<file path="src/rtl/fetch_unit.sv">
// fetch_unit: instruction fetch with credit-limited memory requests, 2-entry output queue and redirect flush
module fetch_unit #(
    parameter logic [31:0] RESET_PC = 32'h0000_0000
) (
    input  logic        clk,
    input  logic        rst,
    input  logic        pc_j_valid,
    input  logic [31:0] next_pc,
    output logic        imem_req_valid,
    output logic [31:0] imem_req_addr,
    input  logic        imem_req_ready,
    input  logic        imem_resp_valid,
    input  logic [31:0] imem_resp_data,
    output logic        instr_valid,
    output logic [31:0] instr,
    output logic [31:0] instr_pc,
    input  logic        instr_ready
);
    logic [31:0] fetch_pc;
    logic [1:0]  inflight, discard, count;
    logic [31:0] tag_q [2];
    logic [31:0] word_q [2];
    logic [31:0] pc_q [2];
    logic        tag_wp, tag_rp, out_wp, out_rp;
    logic        fire, push, pop;

    // Request credit covers both in-flight words and buffered words, so out_q can never overflow
    always_comb begin
        imem_req_valid = !rst && !pc_j_valid && ({1'b0, inflight} + {1'b0, count} < 3'd2);
        imem_req_addr  = fetch_pc;
        fire           = imem_req_valid && imem_req_ready;
        instr_valid    = count != 2'd0;
        push           = imem_resp_valid && !pc_j_valid && discard == 2'd0;
        pop            = instr_valid && instr_ready && !pc_j_valid;
        instr          = word_q[out_rp];
        instr_pc       = pc_q[out_rp];
    end

    // Fetch PC, in-flight tag queue, discard counter and output queue; a redirect overrides pushes and pops
    always_ff @(posedge clk) begin
        if (rst) begin
            fetch_pc <= RESET_PC;
            inflight <= 2'd0;
            discard  <= 2'd0;
            count    <= 2'd0;
            tag_wp   <= 1'b0;
            tag_rp   <= 1'b0;
            out_wp   <= 1'b0;
            out_rp   <= 1'b0;
            tag_q    <= '{default: 32'h0};
            word_q   <= '{default: 32'h0};
            pc_q     <= '{default: 32'h0};
        end else begin
            assert (!(push && count == 2'd2));
            if (fire) begin
                tag_q[tag_wp] <= fetch_pc;
                tag_wp        <= ~tag_wp;
                fetch_pc      <= fetch_pc + 32'd4;
            end
            if (imem_resp_valid) tag_rp <= ~tag_rp;
            inflight <= inflight + {1'b0, fire} - {1'b0, imem_resp_valid};
            if (pc_j_valid) begin
                // Every live in-flight word plus those already doomed becomes discard; a response now is dropped
                fetch_pc <= {next_pc[31:2], 2'b00};
                discard  <= inflight - {1'b0, imem_resp_valid};
                count    <= 2'd0;
                out_wp   <= 1'b0;
                out_rp   <= 1'b0;
            end else begin
                discard <= discard - {1'b0, imem_resp_valid && discard != 2'd0};
                if (push) begin
                    word_q[out_wp] <= imem_resp_data;
                    pc_q[out_wp]   <= tag_q[tag_rp];
                    out_wp         <= ~out_wp;
                end
                if (pop) out_rp <= ~out_rp;
                count <= count + {1'b0, push} - {1'b0, pop};
            end
        end
    end
endmodule
</file>
<file path="config.mk">
export PLATFORM = sky130hd
export DESIGN_NAME = fetch_unit
export DESIGN_NICKNAME = d
export VERILOG_FILES = /design/src/rtl/fetch_unit.sv
export SDC_FILE = /design/constraint.sdc
export NUM_CORES = 1
export LEC_CHECK = 0
export ABC_CLOCK_PERIOD_IN_PS = 4100
export BUFFER_PORTS_ARGS = -buffer_cell sky130_fd_sc_hd__buf_2
export CORE_UTILIZATION = 35
export DETAILED_ROUTE_END_ITERATION = 8
export PLACE_DENSITY = 0.51
export SLEW_MARGIN = 20
export SYNTH_ARGS = -nofsm -noshare
export SYNTH_HDL_FRONTEND = slang
export SYNTH_SLANG_ARGS = --single-unit
</file>
<file path="constraint.sdc">
create_clock -name clk -period 4.1 [get_ports clk]
set_clock_uncertainty 0.15 [all_clocks]
set_input_delay 0.41 -clock clk [delete_from_list [all_inputs] [get_ports clk]]
set_output_delay 0.41 -clock clk [all_outputs]
set_load 0.01 [all_outputs]
</file>
## Word-level counts from Yosys, hierarchy flattened

Index checks and enable logic that the tools add are counted.

- Register bits: 234
- Bits of input ports: 70
- Output and inout port bits: 98
- Word-level logic and storage cells: 76

- Add/subtract/negate cells: 8
- Magnitude comparators: 7
- Multiplexer cells: 19
- Bitwise gates (word level): 9
- Reduce and logical (&&, ||, !) cells: 18

Operator list:

| cell | number |
|---|---|
| $mux W32 | 13 |
| $bwmux W64 | 3 |
| $demux W32 S1 | 2 |
| $add A32 B3 Y32 const B | 1 |
| $logic_and A1 B1 Y1 | 10 |
| $ge A2 B2 Y1 const B | 4 |
| $not A1 Y2 | 4 |
| $sub A2 B1 Y2 | 4 |
| $reduce_bool A2 Y1 | 3 |
| $not A1 Y1 | 5 |
| $add A2 B1 Y2 | 2 |
| $lt A2 B1 Y1 const B | 2 |
| $add A2 B2 Y3 | 1 |
| $lt A3 B2 Y1 const B | 1 |
| $logic_not A1 Y1 | 2 |
| $logic_not A2 Y1 | 1 |
| $mux W2 | 1 |
| $reduce_and A2 Y1 | 1 |
| $reduce_or A2 Y1 | 1 |

## Logic depth before layout (Yosys ltp)

- Word-level depth: 6
- Depth in mapped cells: 12
- Depth with buffers taken out: 11

## Worst setup path before layout

No wires, ideal clock.

- Path kind: register -> register
- Start: register count[0]
- End: register inflight[1]
- Setup time: 128 ps
- Arrival time: 2767 ps
- Data required time: 3822 ps
- Path slack: 1056 ps
- Stages on the path, launching flop included: 13
- Path buffers: 1
- Period minus slack after synthesis: 3044 ps
- Cell sequence: dfxtp_1 and2_1 fa_1 or4_4 nor2_1 inv_2 clkbuf_1 ha_1 inv_1 ha_1 xor2_1 xnor2_1 nor2_1

- Word-level cells in the longest chain between the ends: 6

RTL lines:

| element | line | source |
|---|---|---|
| start: declaration | 20 | `logic [1:0] inflight, discard, count;` |
| start signal: assignment | 77 | `count <= count + {1'b0, push} - {1'b0, pop};` |
| $add A2 B2 Y3 | 29 | `imem_req_valid = !rst && !pc_j_valid && ({1'b0, inflight} + {1'b0, count} < 3'd2);` |
| $lt A3 B2 Y1 | 29 |  |
| $logic_and A1 B1 Y1 | 29 |  |
| $logic_and A1 B1 Y1 | 31 | `fire = imem_req_valid && imem_req_ready;` |
| $add A2 B1 Y2 | 61 | `inflight <= inflight + {1'b0, fire} - {1'b0, imem_resp_valid};` |
| $sub A2 B1 Y2 | 61 |  |
| end signal: assignment | 61 |  |
| end: declaration | 20 |  |

Every way passes these cells.
A chain may end at the register's enable or synchronous reset.

## Worst setup path after layout

Ends and elaborated chain as after synthesis.

==> results.txt <==
----------------------------------------------------
[Worst setup path]
  Req. time, crit path ... ~4.3 ns
  Cell breakdown of the critical path ... and2_1, fa_1, or4_4, nor2_1, inv_2, ha_1, inv_1, ha_1, xor2_1, xnor2_1, nor2_1
  Critical path launch point type ... flop
  Worst path max stage delay ... 0.58 ns
  Worst path bufs/invs ... 2
  Cell family with the largest share of critical-path delay ... simple AND/OR/NAND/NOR gates
  Worst Path Class, Setup ... flop to flop
  Maximum fanout along the worst path ... 28
  Crit end category ... flop
  Data arrival at the endpoint of the critical path ... between 3 and 4 ns
  Crit-path slowest cell ... or4_4

[Power and ir drop]
  Maximum VDD drop ... about 0.34 mV
  Leak pwr ... 4.614 nW
  Tot Pwr ... around 5.4 mW
  Total power per unit cell area ... between 400 and 500 nW/µm²

[Timing]
  TNS Setup ... 0 ns
  Slew at the pin with the worst max-slew slack ... about 1.1 ns
  Final worst path period share ... 0.7656
  Final period demand of the worst path ... ~3.1 ns
  Setup repair after global routing missed its margin ... false
  Setup violation total in the final timing report ... 0
  Final hold violations ... 0
  Worst-case hold slack ... about 0.024 ns
  Max Transition Viols Final ... 0
  Relative slew margins ... 0.2750
  Achievable clock frequency ... 318.6 MHz

[Routing]
  Remaining design rule violation count ... 0
  Antenna Nets Post-Route ... 0
  Routed vias ... 8119
  Sum of routed wire length over all layers ... about 26000 µm
  Detailed-routing iteration count for the pre-antenna-repair pass ... 4
  Drt wl/cell ... approximately 16 µm
  Drt via density ... approximately 4.9
  First DRT Iteration DRCs ... 346

[Clocking]
  Clock tree from TritonCTS ... yes
  H-tree level count ... 1
  TritonCTS sink count ... between 200 and 250
  Number of gates resized after cts ... 0
  Setup Fix Bufs, Post-CTS ... 0
  Clock root buffer master ... clkbuf_16
  Clk slew on worst S/H paths ... approximately 0.060 ns
  Worst-Skew Late Latency ... approximately 0.52 ns
  Number of buffers between clock root and the deepest sink ... 3
  Number of CTS-inserted buffers ... 26

[Synth]
  Total of flip-flops plus latches after synthesis ... about 220
  Post-synth cell types ... 52
  Count of mapped cells out of synthesis ... 1137
  Warnings, synthesis ... 0
  Part of the Yosys area used for sequential elements ... 0.4704
  EDFF count, synth ... 0
  Mean area per synthesized cell ... between 8 and 9 µm²
  Async set-or-reset flop fraction in the synthesized netlist ... 0
  Most used flip-flop cell after synthesis ... dfxtp_1
  Cell area after synthesis ... between 9000 and 10000 µm²

[GRT]
  GR Overflow Total ... 0
  Maximum number of pins on one net before global-route repair ... roughly 220
  Number of antenna violations at the first check in global routing ... 0
  Vias in the first global route ... between 7000 and 8000
  Global router's overall resource usage ... 0.1815
  Global-route wire length before repair ... about 42000 µm

[Floorplanning]
  Cell Rows ... 60
  Die outline height ... roughly 170 µm
  Die Footprint ... 27900 µm²
  Horizontal extent of the die ... between 150 and 200 µm
  Effective utilization at floorplan ... 0.3557
  Number of top-level pins ... roughly 170
  Placeable core region ... 26800 µm²

[Finish]
  Commonest non-fill, non-tap cells in the layout ... 270 x nand2_1, 222 x dfxtp_1, 160 x buf_2
  FILL cells ... between 2000 and 3000
  Layout-stage area growth over the synthesis result ... 26.28%
  Final antenna diode count ... 0
  Finished Layout Cells ... 1658
  Final Cell Area ... roughly 12000 µm²
  Final Net Count ... 1375
  Most frequent standard cell in the layout excluding fill and tap cells ... nand2_1
  Layout cells sized above 1 ... 0.2248

[Status]
  Result of the run ... complete, no violations

[Hold path]
  Hold/Removal Path Class ... primary input to flop

[Placed design]
  Instance area at placement ... 10610 µm²
  Placed wire-length estimate after detailed placement ... ~16000 µm
  GPL Wtd Cong ... 0.7422
  Count of input and output buffers ... approximately 160
  Number of cells after detailed placement ... between 1500 and 2000

[Run]
  # Max-Cap Violations ... 0

----------------------------------------------------
power by group:
group / internal, mW / leakage (nW) / switching (mW)
clock: 1.63 / 0.459 / 0.915
combinational: 0.242 / 2.34 / 0.279
sequential: 2.26 / 1.82 / 0.0957
total: 4.13 / 4.61 / 1.29
worst reg2reg max path: stages (launching register included):
cell	delay, ns
dfxtp_1	0.32
and2_1	0.17
fa_1	0.43
or4_4	0.59
nor2_1	0.17
inv_2	0.24
ha_1	0.36
inv_1	0.04
ha_1	0.17
xor2_1	0.17
xnor2_1	0.14
nor2_1	0.05
cells in the mapped netlist, drive strengths merged, types with 11 or more instances:
master | number | area, µm²
nand2 | 270 | 1013
dfxtp | 224 | 4484
a21oi | 141 | 709.4
nor2 | 94 | 352.8
clkbuf | 74 | 277.8
a211oi | 68 | 510.5
mux2 | 64 | 724.4
mux2i | 31 | 310.3
buf | 23 | 128.9
inv | 15 | 56.30
nand3 | 15 | 75.07
xor2 | 14 | 122.6
nand4 | 13 | 81.33
o21ai | 12 | 60.06
a31oi | 11 | 68.82
repair_timing:
| action | CTS | global route |
|---|---|---|
| endpoints found under the setup margin | 0 | 0 |
| hold endpoints to repair | 79 | 0 |
| hold buffers | 47 | 0 |
path summary, 6_finish.rpt:
kind | startpoint | end | slack (ns) | cells past startpoint
max | count[0]$_SDFF_PP0_ | inflight[1]$_SDFF_PP0_ | 0.96 | 11
min | next_pc[18] | imem_req_addr[18]$_SDFFE_PP0P_ | 0.02 | 3
max reg2reg | count[0]$_SDFF_PP0_ | inflight[1]$_SDFF_PP0_ | 0.96 | 11
min reg2reg | word_q[28]$_SDFFE_PP0P_ | word_q[28]$_SDFFE_PP0P_ | 0.30 | 2
stage by stage:
step                      utilization  setup WS (ns)
final                          0.4492         0.9611
after global routing           0.4492         0.7986
after CTS                      0.4492         0.9444
after detailed placement       0.3960         0.9682
after global placement         0.3960         0.9665
after floorplan                     -          1.056
kinds of logic (layout without fill, tap and decap cells):
| logic type | count (synthesis) | count (layout) | synth area share |
|---|---|---|---|
| XOR/XNOR | 18 | 18 | 0.01654 |
| buffers and inverters | 112 | 289 | 0.04856 |
| flip-flops | 224 | 224 | 0.4704 |
| AO/OA/AOI/OAI | 253 | 253 | 0.1587 |
| other | 1 | 4 | 0.0003934 |
| multiplexers | 95 | 95 | 0.1085 |
| AND/OR/NAND/NOR | 426 | 426 | 0.1856 |
| adder cells (fa/ha/maj) | 8 | 8 | 0.01129 |
flip-flops by register name (all words and copies together) (netlist names):
name	count
out_wp	1
pc_q	60
tag_rp	1
word_q	64
tag_q	60
out_rp	1
inflight	2
tag_wp	1
count	2
discard	2
imem_req_addr	30
per-layer routing:
metal,vias up,global-route usage,share of wire,routed length (µm)
li1,4215,-,-,-
met1,3706,0.2753,0.50,12950
met2,171,0.2649,0.43,11170
met3,27,0.02543,0.046,1185
met4,0,0.04831,0.017,431
met5,-,0,0,0
final cells by class:
class / count / area, µm² / share of cell area
Clock buffer: 40 / 784.5 / 0.06517
Clock inverter: 8 / 170.2 / 0.01414
Inverter: 15 / 56.30 / 0.004677
Multi-Input combinational cell: 804 / 4608 / 0.3828
Sequential cell: 224 / 4487 / 0.3727
Tap cell: 341 / 426.7 / 0.03544
Timing Repair Buffer: 226 / 1505 / 0.1250
Power figures use the tool's default switching activity.
